--- config.mk ---
export PLATFORM = sky130hd
export DESIGN_NAME = fp_alu_issuer
export DESIGN_NICKNAME = d
export VERILOG_FILES = /design/src/rtl/fp_alu_pkg.sv /design/src/rtl/fp_cmd_fifo.sv /design/src/rtl/fp_alu_issuer.sv
export SDC_FILE = /design/constraint.sdc
export NUM_CORES = 1
export LEC_CHECK = 0
export BUFFER_PORTS_ARGS = -buffer_cell sky130_fd_sc_hd__buf_2
export CAP_MARGIN = 20
export CORE_MARGIN = 3
export CORE_UTILIZATION = 50
export CTS_BUF_LIST = sky130_fd_sc_hd__clkbuf_2
export CTS_CLUSTER_SIZE = 24
export DETAILED_ROUTE_END_ITERATION = 16
export PLACE_DENSITY = 0.84
export SYNTH_ARGS = -nofsm -noshare
export SYNTH_HDL_FRONTEND = slang
export SYNTH_SLANG_ARGS = --single-unit
--- constraint.sdc ---
create_clock -name clk -period 2.6 [get_ports clk]
set_input_delay 0.39 -clock clk [delete_from_list [all_inputs] [get_ports clk]]
set_output_delay 0.39 -clock clk [all_outputs]
set_load 0.05 [all_outputs]
--- src/rtl/fp_alu_pkg.sv ---
// Shared definitions for the fp_alu command issuer: opcode map, FSM states, QNAN.
// Latency: n/a (package only).
// Backpressure: n/a (package only).
package fp_alu_pkg;

  localparam int OP_W = 6;

  localparam logic [OP_W-1:0] FP_OP_NOP = 6'd0;
  localparam logic [OP_W-1:0] FP_OP_ADD = 6'd1;
  localparam logic [OP_W-1:0] FP_OP_SUB = 6'd2;
  localparam logic [OP_W-1:0] FP_OP_MUL = 6'd3;
  localparam logic [OP_W-1:0] FP_OP_DIV = 6'd4;

  // Result returned when the watchdog gives up on the ALU
  localparam logic [31:0] FP_QNAN = 32'h7FC00000;

  typedef enum logic [1:0] {
    ST_IDLE  = 2'd0,
    ST_ISSUE = 2'd1,
    ST_WAIT  = 2'd2,
    ST_HOLD  = 2'd3
  } issuer_state_t;

endpackage

--- src/rtl/fp_cmd_fifo.sv ---
// Generic synchronous FIFO holding queued ALU commands; head entry is combinational.
// Latency: an entry pushed at edge N is visible at head (empty=0) after edge N.
// Backpressure: full is driven from the registered count; push while full / pop while empty are ignored.
module fp_cmd_fifo #(
  parameter int W     = 70,
  parameter int DEPTH = 4
) (
  input  logic         clk,
  input  logic         sclr,
  input  logic         push,
  input  logic [W-1:0] din,
  input  logic         pop,
  output logic [W-1:0] head,
  output logic         full,
  output logic         empty
);

  localparam int AW = $clog2(DEPTH);

  logic [W-1:0]  mem [DEPTH];
  logic [AW-1:0] wr_ptr;
  logic [AW-1:0] rd_ptr;
  logic [AW:0]   count;
  logic          do_push;
  logic          do_pop;

  assign full    = (count == (AW+1)'(DEPTH));
  assign empty   = (count == '0);
  assign do_push = push && !full;
  assign do_pop  = pop && !empty;
  assign head    = mem[rd_ptr];

  // Storage array; no reset needed since count gates visibility
  always_ff @(posedge clk) begin
    if (do_push) begin
      mem[wr_ptr] <= din;
    end
  end

  // Pointers wrap naturally (DEPTH is a power of two); push+pop keeps count unchanged
  always_ff @(posedge clk) begin
    if (sclr) begin
      wr_ptr <= '0;
      rd_ptr <= '0;
      count  <= '0;
    end else begin
      if (do_push) wr_ptr <= wr_ptr + 1'b1;
      if (do_pop)  rd_ptr <= rd_ptr + 1'b1;
      case ({do_push, do_pop})
        2'b10:   count <= count + 1'b1;
        2'b01:   count <= count - 1'b1;
        default: count <= count;
      endcase
    end
  end

endmodule

--- src/rtl/fp_alu_issuer.sv ---
// Queues (op, a, b) commands, issues them one at a time to fp_alu and returns results.
// Latency: command push to alu_ce is 2 cycles; alu_rdy to rsp_valid is 1 cycle; watchdog fires after TIMEOUT cycles in WAIT.
// Backpressure: cmd_ready = FIFO not full (registered count); a held response stalls further issue until rsp_ready.
module fp_alu_issuer #(
  parameter int DEPTH   = 4,
  parameter int TIMEOUT = 64,
  parameter int OP_W    = fp_alu_pkg::OP_W
) (
  input  logic            clk,
  input  logic            sclr,
  input  logic            cmd_valid,
  output logic            cmd_ready,
  input  logic [OP_W-1:0] cmd_op,
  input  logic [31:0]     cmd_a,
  input  logic [31:0]     cmd_b,
  output logic            rsp_valid,
  input  logic            rsp_ready,
  output logic [31:0]     rsp_result,
  output logic            rsp_timeout,
  output logic            alu_ce,
  output logic            alu_sclr,
  output logic [OP_W-1:0] alu_operation,
  output logic [31:0]     alu_a,
  output logic [31:0]     alu_b,
  input  logic            alu_rdy,
  input  logic [31:0]     alu_result,
  output logic            busy
);

  import fp_alu_pkg::issuer_state_t;
  import fp_alu_pkg::ST_IDLE;
  import fp_alu_pkg::ST_ISSUE;
  import fp_alu_pkg::ST_WAIT;
  import fp_alu_pkg::ST_HOLD;
  import fp_alu_pkg::FP_QNAN;

  localparam int WD_W = $clog2(TIMEOUT);

  typedef struct packed {
    logic [OP_W-1:0] op;
    logic [31:0]     a;
    logic [31:0]     b;
  } cmd_t;

  cmd_t          cmd_in;
  cmd_t          cmd_head;
  logic          fifo_full;
  logic          fifo_empty;
  logic          fifo_push;
  logic          fifo_pop;
  issuer_state_t state;
  issuer_state_t state_nxt;
  logic [WD_W-1:0] wd;
  logic          wd_fire;
  logic          wd_fire_q;
  logic          rdy_hit;

  assign cmd_in    = '{op: cmd_op, a: cmd_a, b: cmd_b};
  assign cmd_ready = !fifo_full;
  assign fifo_push = cmd_valid && cmd_ready;
  assign fifo_pop  = (state == ST_IDLE) && !fifo_empty;

  // rdy is only honoured from WAIT; it beats the watchdog when both land together
  assign rdy_hit = (state == ST_WAIT) && alu_rdy;
  assign wd_fire = (state == ST_WAIT) && !alu_rdy && (wd == WD_W'(TIMEOUT - 1));

  fp_cmd_fifo #(
    .W     ($bits(cmd_t)),
    .DEPTH (DEPTH)
  ) u_fifo (
    .clk   (clk),
    .sclr  (sclr),
    .push  (fifo_push),
    .din   (cmd_in),
    .pop   (fifo_pop),
    .head  (cmd_head),
    .full  (fifo_full),
    .empty (fifo_empty)
  );

  // FSM state register
  always_ff @(posedge clk) begin
    if (sclr) state <= ST_IDLE;
    else      state <= state_nxt;
  end

  // FSM next-state: one command in flight, response must drain before the next issue
  always_comb begin
    state_nxt = state;
    case (state)
      ST_IDLE:  if (!fifo_empty)          state_nxt = ST_ISSUE;
      ST_ISSUE:                           state_nxt = ST_WAIT;
      ST_WAIT:  if (alu_rdy || wd_fire)   state_nxt = ST_HOLD;
      ST_HOLD:  if (rsp_ready)            state_nxt = ST_IDLE;
      default:                            state_nxt = ST_IDLE;
    endcase
  end

  // FSM outputs: ALU enable, ALU reset (issuer reset or one-cycle watchdog pulse), busy
  always_comb begin
    alu_ce   = (state == ST_ISSUE) || (state == ST_WAIT);
    alu_sclr = sclr || wd_fire_q;
    busy     = (state != ST_IDLE) || !fifo_empty;
  end

  // Command register: operands latched on pop and held until the next pop
  always_ff @(posedge clk) begin
    if (sclr) begin
      alu_operation <= '0;
      alu_a         <= '0;
      alu_b         <= '0;
    end else if (fifo_pop) begin
      alu_operation <= cmd_head.op;
      alu_a         <= cmd_head.a;
      alu_b         <= cmd_head.b;
    end
  end

  // Watchdog: cleared on issue, counts WAIT cycles without rdy; fire flag becomes the sclr pulse
  always_ff @(posedge clk) begin
    if (sclr) begin
      wd        <= '0;
      wd_fire_q <= 1'b0;
    end else begin
      wd_fire_q <= wd_fire;
      if (state == ST_ISSUE) begin
        wd <= '0;
      end else if ((state == ST_WAIT) && !alu_rdy && !wd_fire) begin
        wd <= wd + 1'b1;
      end
    end
  end

  // Response register: loaded from the ALU or the watchdog, held until rsp_ready
  always_ff @(posedge clk) begin
    if (sclr) begin
      rsp_valid   <= 1'b0;
      rsp_timeout <= 1'b0;
      rsp_result  <= '0;
    end else if (rdy_hit) begin
      rsp_valid   <= 1'b1;
      rsp_timeout <= 1'b0;
      rsp_result  <= alu_result;
    end else if (wd_fire) begin
      rsp_valid   <= 1'b1;
      rsp_timeout <= 1'b1;
      rsp_result  <= FP_QNAN;
    end else if ((state == ST_HOLD) && rsp_ready) begin
      rsp_valid   <= 1'b0;
      rsp_timeout <= 1'b0;
    end
  end

endmodule

### Word-level counts from Yosys, hierarchy flattened

Memory sizes are Yosys's and may differ from the RTL's. A register that Yosys moved wholly into a read port is not among the register bits.
Cells that the tools add are included.

| operators by class | value |
|---|---|
| add/sub/neg operators | 5 |
| multipliers | 0 |
| div/mod/pow operators | 0 |
| $lt $le $gt $ge | 0 |
| equal/unequal tests | 10 |
| shift-type cells | 0 |
| mux-type cells | 12 |
| bitwise gates (word level) | 0 |
| reductions and logical operators | 27 |

Operators by type and width:

| cell | number |
|---|---|
| $mux W32 | 2 |
| $logic_and A1 B1 Y1 | 9 |
| $pmux W2 S4 | 1 |
| $reduce_bool A2 Y1 | 4 |
| $add A6 B1 Y6 const B | 1 |
| $eq A2 B2 Y1 const B | 3 |
| $eq A6 B6 Y1 const B | 1 |
| $mux W2 | 3 |
| $ne A2 B2 Y1 const B | 3 |
| $pmux W3 S2 | 1 |
| $mux W1 | 5 |
| $add A2 B1 Y2 const B | 2 |
| $eq A2 B1 Y1 const B | 2 |
| $logic_not A1 Y1 | 4 |
| $logic_or A1 B1 Y1 | 4 |
| $reduce_or A2 Y1 | 2 |
| $add A3 B1 Y3 const B | 1 |
| $eq A3 B3 Y1 const B | 1 |
| $logic_not A3 Y1 | 1 |
| $reduce_and A3 Y1 | 1 |
| $reduce_bool A3 Y1 | 1 |
| $sub A3 B1 Y3 const B | 1 |
| $logic_not A2 Y1 | 1 |

| word-level totals | value |
|---|---|
| register bits | 50 |
| latch bits | 0 |
| bits in writable memories | 280 |
| ROM bits | 0 |
| input bits | 107 |
| memories | 1 |

Memory list:

| name | depth | width | read ports | clocked after memory_dff | write ports | line | source |
|---|---|---|---|---|---|---|---|
| u_fifo.mem | 4 | 70 | 1 | 1 | 1 | fp_cmd_fifo.sv:20 | `logic [W-1:0] mem [DEPTH];` |

### Depth between registers and ports, before layout

| logic depth | value |
|---|---|
| depth after elaboration | 6 |
| mapped depth | 11 |
| mapped depth without buffers | 10 |

### By module

A second synthesis with hierarchy kept.

| second synthesis, totals | value |
|---|---|
| cell total of the unflattened synthesis | 938 |
| area total of the unflattened synthesis | 14821.7 µm² |

By module, submodules not included:

| module | times used | cells each | area an instance (µm²) | seq. area each (µm²) |
|---|---|---|---|---|
| fp_cmd_fifo | 1 | 420 | 10650.2 | 8588.2 |
| fp_alu_issuer | 1 | 518 | 4171.5 | 2262.2 |

### Least setup slack after synthesis

OpenSTA, ideal clock, no wires.

| timing | value |
|---|---|
| path kind | register -> register |
| from | register u_fifo.count[0] |
| to | memory u_fifo.mem[0][0] (enable) |
| library setup time | 0.436 ns |
| arrival time | 2.681 ns |
| required time | 2.164 ns |
| setup slack | -0.517 ns |
| stages on the path, launching flop included | 3 |
| buffers on the path | 0 |
| clock period less this slack | 3.117 ns |
| cell sequence | dfxtp_1 -> or3b_1 -> and3_1 |

| between the ends | value |
|---|---|
| longest elaborated chain between the ends | 6 |

Ends and longest elaborated chain:

| what | line | source |
|---|---|---|
| start: declaration | fp_cmd_fifo.sv:23 | `logic [AW:0] count;` |
| start signal: assignment | fp_cmd_fifo.sv:50 | `2'b10: count <= count + 1'b1;` |
| start signal: assignment | fp_cmd_fifo.sv:51 | `2'b01: count <= count - 1'b1;` |
| start signal: assignment | fp_cmd_fifo.sv:52 | `default: count <= count;` |
| $eq A3 B3 Y1 * | fp_cmd_fifo.sv:27 | `assign full = (count == (AW+1)'(DEPTH));` |
| $logic_not A1 Y1 * | fp_alu_issuer.sv:59 | `assign cmd_ready = !fifo_full;` |
| net cmd_ready | fp_alu_issuer.sv:12 | `output logic cmd_ready,` |
| $logic_and A1 B1 Y1 | fp_alu_issuer.sv:60 | `assign fifo_push = cmd_valid && cmd_ready;` |
| $logic_and A1 B1 Y1 * | fp_cmd_fifo.sv:29 | `assign do_push = push && !full;` |
| $mux W1 * | fp_cmd_fifo.sv:35 | `if (do_push) begin` |
| $mux W1 (not written as such) * | fp_cmd_fifo.sv:36 | `mem[wr_ptr] <= din;` |
| end: declaration | fp_cmd_fifo.sv:20 |  |

The timed path passes the listed nets; every way through them passes the cells marked *.

### Final worst setup path

| timing | value |
|---|---|
| from | register wd[0] |
| to | register rsp_result[3] |

| between the ends | value |
|---|---|
| longest elaborated chain between the ends | 3 |

Ends and longest elaborated chain:

| what | line | source |
|---|---|---|
| start: declaration | fp_alu_issuer.sv:53 | `logic [WD_W-1:0] wd;` |
| start signal: assignment | fp_alu_issuer.sv:129 | `wd <= wd + 1'b1;` |
| $eq A6 B6 Y1 | fp_alu_issuer.sv:65 | `assign wd_fire = (state == ST_WAIT) && !alu_rdy && (wd == WD_W'(TIMEOUT - 1));` |
| $logic_and A1 B1 Y1 | fp_alu_issuer.sv:65 |  |
| $reduce_bool A2 Y1 (no source line) | - |  |
| end signal: assignment | fp_alu_issuer.sv:143 | `rsp_result <= alu_result;` |
| end: declaration | fp_alu_issuer.sv:18 | `output logic [31:0] rsp_result,` |

Every way passes these cells.
A chain may end at the register's enable or synchronous reset.

==> qor.txt <==
Bufs on Longest Clock Path: 3
Sequential area share after synthesis: 72.8%
Rel. slew slack: 38.7%
CORE AREA: 0.0290 mm2
Leak: 6.95 nW
Crit path max-delay family: compound AO/OA/AOI/OAI gates
Synthesized cell area: 0.0149 mm2
WL/cell: 19.0 um
GRT Total Usage: 21.6%
Placed cell count: 1490
Crit Path Class: flip-flop to flip-flop
Max FO, Critical Path: 12
Total grt overflow: 0
# DRC: 0
Final Util: 64.2%
RSZ-0062 raised after global routing: yes
Clk pin slew, worst setup/hold paths: 0.11 ns
Initial core utilization: 51.2%
Share of layout cells above drive strength 1: 36.1%
Arrival time of the worst setup path: 3.36 ns
Max Cap Viol: 0
Post-route ant nets: 0
GP Congestion: 0.762
Synth top area cells: edfxtp_1, dfxtp_1, mux4_2
CP Capture Type: flip-flop
Status: complete, no violations
Cell variety after synth: 41
# IOs: 215
Commonest non-fill, non-tap cell in the layout: edfxtp_1
H-tree levels: 3
DRT Pass-1 Iters: 5
Post-route clock period utilization: 98.5%
# fillers: 2044
Final Max Slew Viols: 0
Main synth FF type: edfxtp_1
Commonest cells after routing, fill and taps aside: edfxtp_1, buf_2, nand2_1
TritonCTS clock tree: done
Mean Syn Cell Area: 16.0 um2
Slowest stage cell on the critical path: a21oi_2
FP Rows: 62
Synth top area share: 56.6%
Dominant cell type by area after synthesis: edfxtp_1
Fin. Hold Viols: 0
Worst-Skew Late Latency: 0.86 ns
Worst slew pin tran: 0.919 ns
Vias after detailed routing: 9451
Number of synthesized register bits: 400
Required time of the worst setup path: 3.40 ns
Total Die Area: 0.0318 mm2
Fin Clk Skew: 0.0565 ns
Tmin final: 2.56 ns
Hold Crit Class: input pin to flip-flop
DR iter-0 viols: 521
Area Overhead vs Synth: 25.4%
Critical-path cell list: ha_1, and4_1, a21oi_2, o21ai_0, a21oi_1, dlygate4sd3_1
Die Span X: 178 um
Clock Root Buffer: clkbuf_2
Synthesized instance count: 927
Asr flop ratio synth: 0%
Cell Count, Final, Fillers Out: 1807
Largest net degree at the start of global routing: 77
First-pass GRT wire length: 52800 um
Number of global-route vias before repair: 10.2k
Ys Warns: 0
Fin nets: 1456
Maximum vdd drop: 0.000840 V
Final wirelength: 34400 um
Pwr/cell area: 1030 mW/mm2
Port Buffers: 214
Initial antenna violation count: 3
Slowest stage delay, CP: 0.62 ns
Fmax: 0.391 GHz
Buf/Inv on CP: 1
Worst Setup Start Kind: flip-flop
Drt via density: 5.23
CTS buffer count: 96
HPWL Detailed: 18500 um
Post-synth EDFFs: 280
Clock Sink Count: 400
Synthesized Nets: 1046
Setup TNS: 0 ns
Die Ht: 178 um
Setup-failing EPs final: 0
stage by stage:
stage / hold slack [ns] / cell area, um2 / power (W) / setup slack (ns)
3_3_place_gp: 0.439 / 16300 / 0.0148 / 0.296
4_1_cts: 0.142 / 18600 / 0.0193 / -0.00296
6_report: 0.282 / 18600 / 0.0192 / 0.0400
5_1_grt: 0.145 / 18600 / 0.0202 / -0.0172
3_5_place_dp: 0.446 / 16300 / 0.0150 / 0.192
2_1_floorplan: 0.452 / 14900 / 0.0135 / 0.0284
cells in the mapped netlist, drive strengths merged, types with 9 or more instances:
| library cell | instances |
|---|---|
| a21oi | 99 |
| dfxtp | 120 |
| buf | 30 |
| inv | 13 |
| ha | 11 |
| edfxtp | 280 |
| nor2 | 34 |
| clkbuf | 23 |
| mux4 | 70 |
| o21a | 9 |
| nand2 | 173 |
| o21ai | 28 |
layout make-up:
| type | instances | area (um2) | area share [%] |
|---|---|---|---|
| Antenna cell | 3 | 7.51 | 0.0403 |
| Clock buffer | 141 | 706 | 3.79 |
| Clock inverter | 40 | 231 | 1.24 |
| Inverter | 13 | 56.3 | 0.302 |
| Multi-Input combinational cell | 462 | 3690 | 19.8 |
| Sequential cell | 400 | 10800 | 58.1 |
| Tap cell | 384 | 480 | 2.58 |
| Timing Repair Buffer | 364 | 2630 | 14.1 |
path summary, 6_finish.rpt:
path | from | endpoint | slack [ns] | depth (start not counted)
setup / recovery | wd[0] | rsp_result[3] | 0.04 | 6
hold / removal | cmd_b[22] | u_fifo.mem[0][22] | 0.28 | 2
setup reg to reg | wd[0] | rsp_result[3] | 0.04 | 6
hold reg to reg | alu_a[2] | alu_a[2] | 0.46 | 2
repair_timing:
item	in CTS	in global routing
resized for setup	10	4
hold endpoints to repair	328	0
pin swaps	0	1
endpoints found under the setup margin	2	10
buffers inserted	2	1
gates cloned	0	1
hold buffers	129	0
kinds of logic (layout without fill, tap and decap cells):
logic type      count (synthesis)  in the layout  synth area share [%]
other cells                     0              3                     0
flops                         400            400                  72.8
fa+ha+maj                      12             12                  1.06
buf+inv                        66            558                  2.72
xor+xnor                        9              9                 0.531
simple gates                  226            226                  6.14
compound gates                143            144                  6.09
mux                            71             71                  10.7
power breakdown:
| group | leakage (nW) | internal, W | switching, W |
|---|---|---|---|
| logic | 2.70 | 0.00206 | 0.00448 |
| clock network | 0.697 | 0.00168 | 0.00243 |
| registers | 3.55 | 0.00798 | 0.000569 |
state kept, by name, indices dropped and copies added (netlist names), 3 cells and up:
signal,cells
alu_a,32
alu_b,32
alu_operation,6
rsp_result,32
u_fifo.count,3
u_fifo.mem,280
wd,6
routing by layer:
| layer | vias to the layer above | track usage, % | routed length [um] | share of wire, % |
|---|---|---|---|---|
| li1 | 4344 | - | - | - |
| met4 | 0 | 7.99 | 578 | 1.7 |
| met1 | 4671 | 24.4 | 12700 | 37 |
| met2 | 383 | 39.6 | 18900 | 55 |
| met3 | 53 | 4.92 | 2150 | 6.2 |
| met5 | - | 0 | 0 | 0 |
Note: power is estimated with default switching activity, not from simulation.
